<file path="src/rtl/a2d_spi_resp.sv">
// a2d_spi_resp: SPI responder standing in for an 8-channel 12-bit A2D converter.
// Latency: pins are synchronized (2 FF + edge flop), so internal edges lag the pins by 3 clk.
// No backpressure: the master owns SCLK/SS_n timing, and the SCLK half-period must be >= 8 clk.
// Optional feature macro: A2D_RESP_AUTOINC_EN adds an offset that increments on each commit.
module a2d_spi_resp #(
  parameter int DATA_W    = 12,
  parameter int CH_LSB    = 11,
  parameter bit MISO_IDLE = 1'b1,
  parameter int INC_STEP  = 1
) (
  input  logic                clk,
  input  logic                rst,
  input  logic                SS_n,
  input  logic                SCLK,
  input  logic                MOSI,
  output logic                MISO,
  input  logic [8*DATA_W-1:0] chan_data,
  output logic                cmd_vld,
  output logic [15:0]         cmd,
  output logic [2:0]          chnl,
  output logic                abort
);

  localparam int PAD_W = 16 - DATA_W;

  typedef enum logic [1:0] {S_IDLE, S_SHIFT, S_WAIT_SS} state_t;

  state_t      r_state, w_state_nxt;

  logic        r_ss_s1, r_ss_s2, r_ss_s3;
  logic        r_sclk_s1, r_sclk_s2, r_sclk_s3;
  logic        r_mosi_s1, r_mosi_s2;

  logic [15:0] r_tx, w_tx_nxt;
  logic [15:0] r_rx, w_rx_nxt;
  logic [4:0]  r_bit_cnt, w_bit_cnt_nxt;
  logic        r_seen, w_seen_nxt;
  logic        r_miso, w_miso_nxt;
  logic [15:0] r_cmd, w_cmd_nxt;
  logic [2:0]  r_chnl, w_chnl_nxt;
  logic        r_cmd_vld, w_cmd_vld_nxt;
  logic        r_abort, w_abort_nxt;

  logic        w_ss_fall, w_ss_rise, w_sclk_rise, w_sclk_fall;
  logic [DATA_W-1:0] w_sel, w_snap;
  logic [15:0] w_rx_tmp;
  logic [4:0]  w_cnt_tmp;

  // Synchronize the asynchronous SPI pins; SS_n/SCLK idle high, so reset them high to avoid false edges.
  always_ff @(posedge clk or posedge rst) begin
    if (rst) begin
      r_ss_s1   <= 1'b1; r_ss_s2   <= 1'b1; r_ss_s3   <= 1'b1;
      r_sclk_s1 <= 1'b1; r_sclk_s2 <= 1'b1; r_sclk_s3 <= 1'b1;
      r_mosi_s1 <= 1'b0; r_mosi_s2 <= 1'b0;
    end else begin
      r_ss_s1   <= SS_n;      r_ss_s2   <= r_ss_s1;   r_ss_s3   <= r_ss_s2;
      r_sclk_s1 <= SCLK;      r_sclk_s2 <= r_sclk_s1; r_sclk_s3 <= r_sclk_s2;
      r_mosi_s1 <= MOSI;      r_mosi_s2 <= r_mosi_s1;
    end
  end

  assign w_ss_fall   =  r_ss_s3   & ~r_ss_s2;
  assign w_ss_rise   = ~r_ss_s3   &  r_ss_s2;
  assign w_sclk_rise = ~r_sclk_s3 &  r_sclk_s2;
  assign w_sclk_fall =  r_sclk_s3 & ~r_sclk_s2;

  // Select the result of the channel addressed by the previous committed command.
  always_comb begin
    w_sel = '0;
    for (int k = 0; k < 8; k++) begin
      if (r_chnl == 3'(k)) w_sel = chan_data[k*DATA_W +: DATA_W];
    end
  end

`ifdef A2D_RESP_AUTOINC_EN
  logic [DATA_W-1:0] r_offset;

  // Offset advances once per committed command and wraps naturally at the result width.
  always_ff @(posedge clk or posedge rst) begin
    if (rst)                r_offset <= '0;
    else if (w_cmd_vld_nxt) r_offset <= r_offset + DATA_W'(INC_STEP);
  end

  assign w_snap = w_sel + r_offset;
`else
  logic w_unused_inc;
  assign w_unused_inc = (INC_STEP != 0);
  assign w_snap       = w_sel;
`endif

  // State register.
  always_ff @(posedge clk or posedge rst) begin
    if (rst) r_state <= S_IDLE;
    else     r_state <= w_state_nxt;
  end

  // Next-state and datapath next values; a 16th rise coinciding with ss_rise is sampled, then committed.
  always_comb begin
    w_state_nxt   = r_state;
    w_tx_nxt      = r_tx;
    w_rx_nxt      = r_rx;
    w_bit_cnt_nxt = r_bit_cnt;
    w_seen_nxt    = r_seen;
    w_miso_nxt    = r_miso;
    w_cmd_nxt     = r_cmd;
    w_chnl_nxt    = r_chnl;
    w_cmd_vld_nxt = 1'b0;
    w_abort_nxt   = 1'b0;
    w_rx_tmp      = r_rx;
    w_cnt_tmp     = r_bit_cnt;
    case (r_state)
      S_IDLE: begin
        if (w_ss_fall) begin
          w_tx_nxt      = {{PAD_W{1'b0}}, w_snap};
          w_miso_nxt    = w_tx_nxt[15];
          w_bit_cnt_nxt = 5'd0;
          w_seen_nxt    = 1'b0;
          w_state_nxt   = S_SHIFT;
        end
      end
      S_SHIFT: begin
        if (w_sclk_rise) begin
          w_rx_tmp   = {r_rx[14:0], r_mosi_s2};
          w_cnt_tmp  = r_bit_cnt + 5'd1;
          w_seen_nxt = 1'b1;
        end
        // The leading fall before the first rise must not consume a bit.
        if (w_sclk_fall && r_seen) begin
          w_tx_nxt   = {r_tx[14:0], 1'b0};
          w_miso_nxt = r_tx[14];
        end
        w_rx_nxt      = w_rx_tmp;
        w_bit_cnt_nxt = w_cnt_tmp;
        if (w_cnt_tmp == 5'd16) begin
          if (w_ss_rise) begin
            w_cmd_nxt     = w_rx_tmp;
            w_chnl_nxt    = w_rx_tmp[CH_LSB+2:CH_LSB];
            w_cmd_vld_nxt = 1'b1;
            w_miso_nxt    = MISO_IDLE;
            w_state_nxt   = S_IDLE;
          end else begin
            w_state_nxt   = S_WAIT_SS;
          end
        end else if (w_ss_rise) begin
          w_abort_nxt = 1'b1;
          w_miso_nxt  = MISO_IDLE;
          w_state_nxt = S_IDLE;
        end
      end
      S_WAIT_SS: begin
        if (w_ss_rise) begin
          w_cmd_nxt     = r_rx;
          w_chnl_nxt    = r_rx[CH_LSB+2:CH_LSB];
          w_cmd_vld_nxt = 1'b1;
          w_miso_nxt    = MISO_IDLE;
          w_state_nxt   = S_IDLE;
        end
      end
      default: w_state_nxt = S_IDLE;
    endcase
  end

  // Datapath registers; reset discards any partial command.
  always_ff @(posedge clk or posedge rst) begin
    if (rst) begin
      r_tx      <= '0;
      r_rx      <= '0;
      r_bit_cnt <= '0;
      r_seen    <= 1'b0;
      r_miso    <= MISO_IDLE;
      r_cmd     <= '0;
      r_chnl    <= '0;
      r_cmd_vld <= 1'b0;
      r_abort   <= 1'b0;
    end else begin
      r_tx      <= w_tx_nxt;
      r_rx      <= w_rx_nxt;
      r_bit_cnt <= w_bit_cnt_nxt;
      r_seen    <= w_seen_nxt;
      r_miso    <= w_miso_nxt;
      r_cmd     <= w_cmd_nxt;
      r_chnl    <= w_chnl_nxt;
      r_cmd_vld <= w_cmd_vld_nxt;
      r_abort   <= w_abort_nxt;
    end
  end

  assign MISO    = r_miso;
  assign cmd     = r_cmd;
  assign chnl    = r_chnl;
  assign cmd_vld = r_cmd_vld;
  assign abort   = r_abort;

endmodule

</file>
<file path="config.mk">
export PLATFORM = sky130hd
export DESIGN_NAME = a2d_spi_resp
export DESIGN_NICKNAME = d
export VERILOG_FILES = /design/src/rtl/a2d_spi_resp.sv
export SDC_FILE = /design/constraint.sdc
export NUM_CORES = 1
export LEC_CHECK = 0
export ABC_AREA = 1
export CAP_MARGIN = 25
export CORE_MARGIN = 2
export CORE_UTILIZATION = 43
export DETAILED_ROUTE_END_ITERATION = 6
export PLACE_DENSITY = 0.78
export SYNTH_ARGS = -nofsm -noshare
export SYNTH_HDL_FRONTEND = slang
export SYNTH_SLANG_ARGS = --single-unit
</file>
<file path="constraint.sdc">
create_clock -name clk -period 2 [get_ports clk]
set_clock_uncertainty 0.1 [all_clocks]
set_input_delay 0.4 -clock clk [delete_from_list [all_inputs] [get_ports clk]]
set_output_delay 0.4 -clock clk [all_outputs]
set_load 0.05 [all_outputs]
</file>
* Yosys cells after proc, flatten, opt, wreduce, memory -nomap -nowiden *
Index checks and enable logic that the tools add are counted.

storage, ports and cells
  input bits = 101
  register bits after elaboration = 69
  output and inout port bits = 22

operators by class
  equal/unequal tests = 17
  bitwise gates (word level) = 8
  $add $sub $neg = 1
  mux-type cells = 41
  reductions and logical operators = 11

operators by type and width
  kind                   number
  $mux W12               8
  $mux W16               4
  $pmux W16 S2           1
  $mux W15               2
  $pmux W15 S2           1
  $mux W5                3
  $eq A3 B3 Y1 const B   4
  $ne A2 B2 Y1 const B   6
  $pmux W5 S2            1
  $mux W1                9
  $mux W3                3
  $mux W2                4
  $reduce_and A4 Y1      2
  $eq A3 B2 Y1 const B   2
  $pmux W2 S3            1
  $pmux W3 S2            1
  $reduce_and A3 Y1      2
  $add A5 B1 Y5 const B  1
  $eq A5 B5 Y1 const B   1
  $and A1 B1 Y1          4
  $not A1 Y1             4
  $pmux W1 S2            2
  $reduce_bool A2 Y1     2
  $eq A3 B1 Y1 const B   1
  9 further kinds        9

* Longest topological paths before layout *
  word-level depth = 11
  mapped depth = 12

* Worst setup path before layout *
OpenSTA, ideal clock, no wires.

  path type = reg2reg
  start point = register r_state[1]
  end point = register r_tx[0]
  path slack = 0.079 ns
  arrival = 1.705 ns
  cell stages (with the launch flop) = 11
  clock period less this slack = 1.921 ns
  setup time = 0.116 ns
  data required time = 1.784 ns
  cells stage by stage = dfrtp_1 inv_1 ha_1 inv_1 buf_2 a21oi_2 nand2_1 buf_2 buf_6 nand2_1 nand2_1

between the ends
  word-level cells in the longest chain between the ends = 3

RTL lines
  what                                                          RTL line  text
  start, declared                                               28        state_t r_state, w_state_nxt;
  start signal, assigned                                        94        else r_state <= w_state_nxt;
  $eq A2 B1 Y1 or $logic_not A2 Y1 (tied branches)              111       case (r_state)
  $ne A2 B2 Y1 (no line) or $reduce_bool A2 Y1 (tied branches)  --
  $reduce_and A3 Y1 (no line)                                   --
  end signal, assigned                                          176       r_tx <= w_tx_nxt;
  end, declared                                                 34        logic [15:0] r_tx, w_tx_nxt;

Several ways; a longest one is shown, not always the timed one.
A chain may end at the register's enable or synchronous reset.

* Worst setup path after layout *
  start point = register r_sclk_s3
  end point = register r_cmd[9], in the netlist cmd[9]

between the ends
  word-level cells in the longest chain between the ends = 7

RTL lines
  what                         RTL line  text
  start, declared              31        logic r_sclk_s1, r_sclk_s2, r_sclk_s3;
  start signal, assigned       53        r_sclk_s1 <= 1'b1; r_sclk_s2 <= 1'b1; r_sclk_s3 <= 1'b1;
  start signal, assigned       57        r_sclk_s1 <= SCLK; r_sclk_s2 <= r_sclk_s1; r_sclk_s3 <= r_sclk_s2;
  $not A1 Y1 (*)               64        assign w_sclk_rise = ~r_sclk_s3 & r_sclk_s2;
  $and A1 B1 Y1 (*)            64
  $mux W5                      122       if (w_sclk_rise) begin
  $mux W5                      111
  $eq A5 B5 Y1                 134       if (w_cnt_tmp == 5'd16) begin
  $ne A2 B2 Y1 (no line)       --
  $reduce_and A4 Y1 (no line)  --
  end signal, assigned         181       r_cmd <= w_cmd_nxt;
  end, declared                39        logic [15:0] r_cmd, w_cmd_nxt;

Mark *: on every way between the ends. The rest lies on a longest branch, timed or not. The select of a mux whose other input is x is not followed.

==> qor.yml <==
status: "finished with violations"
violations: "setup timing"
syn_to_final_growth_pct: 47.37
hold_viol: 0
worstPathCellList: "clkinvlp_4 > nand2_4 > nand2_2 > nand2_2 > nand2_2 > nor2_4 > nand3_4 > nor2_4 > nand2_4 > nand3_1 > nand2_1"
grt_util_met1_pct: 27.66
die_w_um: 100.2
min_path_type: "flop to flop"
cp_common_cell: "nand2_2"
cap_violations: 0
grt_pass1_wl_um: 18460
dieArea_sq_mm: 0.01004
first_pass_iters: 5
final-setup-viol-count: 11
post-place-cells: 776
htreeDepth: 3
leakagePower_nw: 2.700
final.min_clock_period_ns: 2.054
met3_usage_pct: 5.571
start_util_pct: 43.67
wl_per_cell_um: 15.18
holdBufCountCts: 0
via_count: 4303
syn_avg_cell_area_sq_um: 7.258
dpl.hpwl_um: 8468
grt_overflow_total: 0
drc: 0
ys_ff_latch: 66
core-area_sq_mm: 0.009109
slowest_delay_ns: 0.54
synth_cell_types: 28
nNetsFinal: 790
cp_data_required_time_ns: 2.13
cp_max_fo: 8
final_area_sq_mm: 0.005862
fmax_mhz: 486.8
vdd_drop_max_v: 0.0005866
path_clk_slew_ns: 0.07
num_rows: 35
cts_sinks: 66
utilization_pct: 64.35
gr-usage-all-layers_pct: 22.97
ys_top_cells_by_count: "nand2_1, dfrtp_1, nor2_1"
synth_edf_count: 0
clk_latency_ns: 0.35
yosysSeqAreaShare_pct: 41.74
dpl_worst_slack_ns: -0.05617
grt_max_degree: 67
drt-total-wl_um: 12130
drt.antenna.violating_nets: 0
ios: 123
die_y_um: 100.2
ys.warnings.count: 0
cts_root_buffer: "clkbuf_8"
rsz0062_at_grt: "yes"
grt_pass1_vias: 4005
tritoncts.num_buffers: 9
synthFlopType: "dfrtp_1"
place_area_sq_mm: 0.005401
synth_top_cell_area_share_pct: 37.12
synth_area_sq_mm: 0.003978
drive_gt1_share_pct: 18.31
cp-end-kind: "flop"
cts_tree: "done"
gp_congestion: 0.9655
grt-busiest-layer: "met2"
maxSlewViolCount: 0
synth_area_leader_cell: "dfrtp_1"
period_share_pct: 102.7
io_buffers: 122
crit_arrival_ns: 2.18
clk_path_buf_depth: 2
synth_cells: 548
via_per_inst: 5.385
met2_usage_pct: 40.06
worst_pin_slew_ns: 0.4165
max_slew_margin_pct: 71.88
crit_slowest_cell: "dfstp_2"
synthArstFlopShare_pct: 100.0
drtIter0Drc: 379
synthTopCellsByArea: "dfrtp_1, nand2_1, nand4_1, o21ai_0, nand3_1"
startpoint_type: "flop"
setup_slack_ns: -0.05427
n_antenna_cell: 0
grt_antenna_before_repair: 0
syn_nets: 655
post-synth-top-count-cell: "nand2_1"
finalNonFillerCells: 799
critPathKind: "flop to flop"
p_per_area_mw_per_mm2: 862.1
area by class of cell:
class,instances,area [sq um]
Inverter,35,138.9
Clock inverter,5,55.05
Fill cell,756,3247
Timing Repair Buffer,155,1510
Multi-Input combinational cell,416,2217
Clock buffer,11,141.4
Sequential cell,66,1660
Tap cell,111,138.9
stage by stage:
step                      total power [mW]  hold slack (ns)  setup TNS [ns]
after floorplan                      3.156           0.2312               0
after global routing                 5.435           0.2646          -2.346
after detailed placement             3.774           0.2364         -0.5802
after CTS                            4.909           0.2526               0
final                                5.053           0.2499         -0.3382
after global placement               3.706           0.2348        -0.07846
cells in the final DEF (no fill, tap or decap), drive strengths merged:
| master | netlist | routed |
|---|---|---|
| clkinvlp | 0 | 4 |
| bufinv | 0 | 1 |
| clkinv | 0 | 2 |
| o311ai | 1 | 1 |
| clkdlybuf4s50 | 0 | 100 |
| o21ai | 45 | 46 |
| buf | 21 | 55 |
| nor3 | 9 | 9 |
| nand2 | 182 | 184 |
| a21boi | 1 | 1 |
| nand3 | 43 | 44 |
| mux2i | 14 | 14 |
| ha | 6 | 6 |
| nor2 | 53 | 53 |
| inv | 35 | 33 |
| dfrtp | 59 | 59 |
| dfstp | 7 | 7 |
| o22ai | 3 | 3 |
| nand4 | 36 | 36 |
| clkbuf | 14 | 11 |
| a21oi | 19 | 19 |
report_power, final:
| group | total (mW) | switching (mW) | internal, mW |
|---|---|---|---|
| Sequential | 1.92 | 0.251 | 1.67 |
| Combinational | 2.02 | 1.20 | 0.820 |
| Clock | 1.11 | 0.504 | 0.605 |
path summary, 6_finish.rpt:
path,from,end,slack (ns),cells past startpoint
min in group asynchronous,rst,r_bit_cnt[2],0.38,3
setup reg to reg,r_sclk_s3,cmd[9],-0.05,11
hold reg to reg,r_mosi_s1,r_mosi_s2,0.25,0
hold / removal,r_mosi_s1,r_mosi_s2,0.25,0
max in group asynchronous,rst,r_sclk_s3,1.10,3
setup / recovery,r_sclk_s3,cmd[9],-0.05,11
state kept, by name, summed over array words and instances, names as in the netlist, 2 cells and up:
register   cells
r_state        2
cmd           16
r_rx          16
r_bit_cnt      5
r_tx          15
worst max-delay path, delay by kind of cell, from the launching register on:
kind	cells	cell delay (ns)
buf+inv	1	0.13
flops	1	0.54
simple gates	10	1.17
kinds of logic (layout without fill, tap and decap cells):
family          count (synthesis)  after routing  synth area share, %
simple gates                  323            326                35.51
mux                            14             14                3.523
fa+ha+maj                       6              6                1.887
buf+inv                        70            206                8.210
compound gates                 69             70                9.123
flops                          66             66                41.74
layer usage:
layer  share of wire, %  up-vias
met3                8.1       28
met2                 50      185
met4                2.9        0
met1                 39     1997
met5                  0        -
li1                   -     2093
timing repair:
item / 4_1_cts / 5_1_grt
gates resized for setup: 4 / 43
pin swaps: 1 / 14
setup endpoints to repair: 17 / 30
cloned: 1 / 3
buffers inserted: 1 / 3
(Power assumes the default switching activity.)
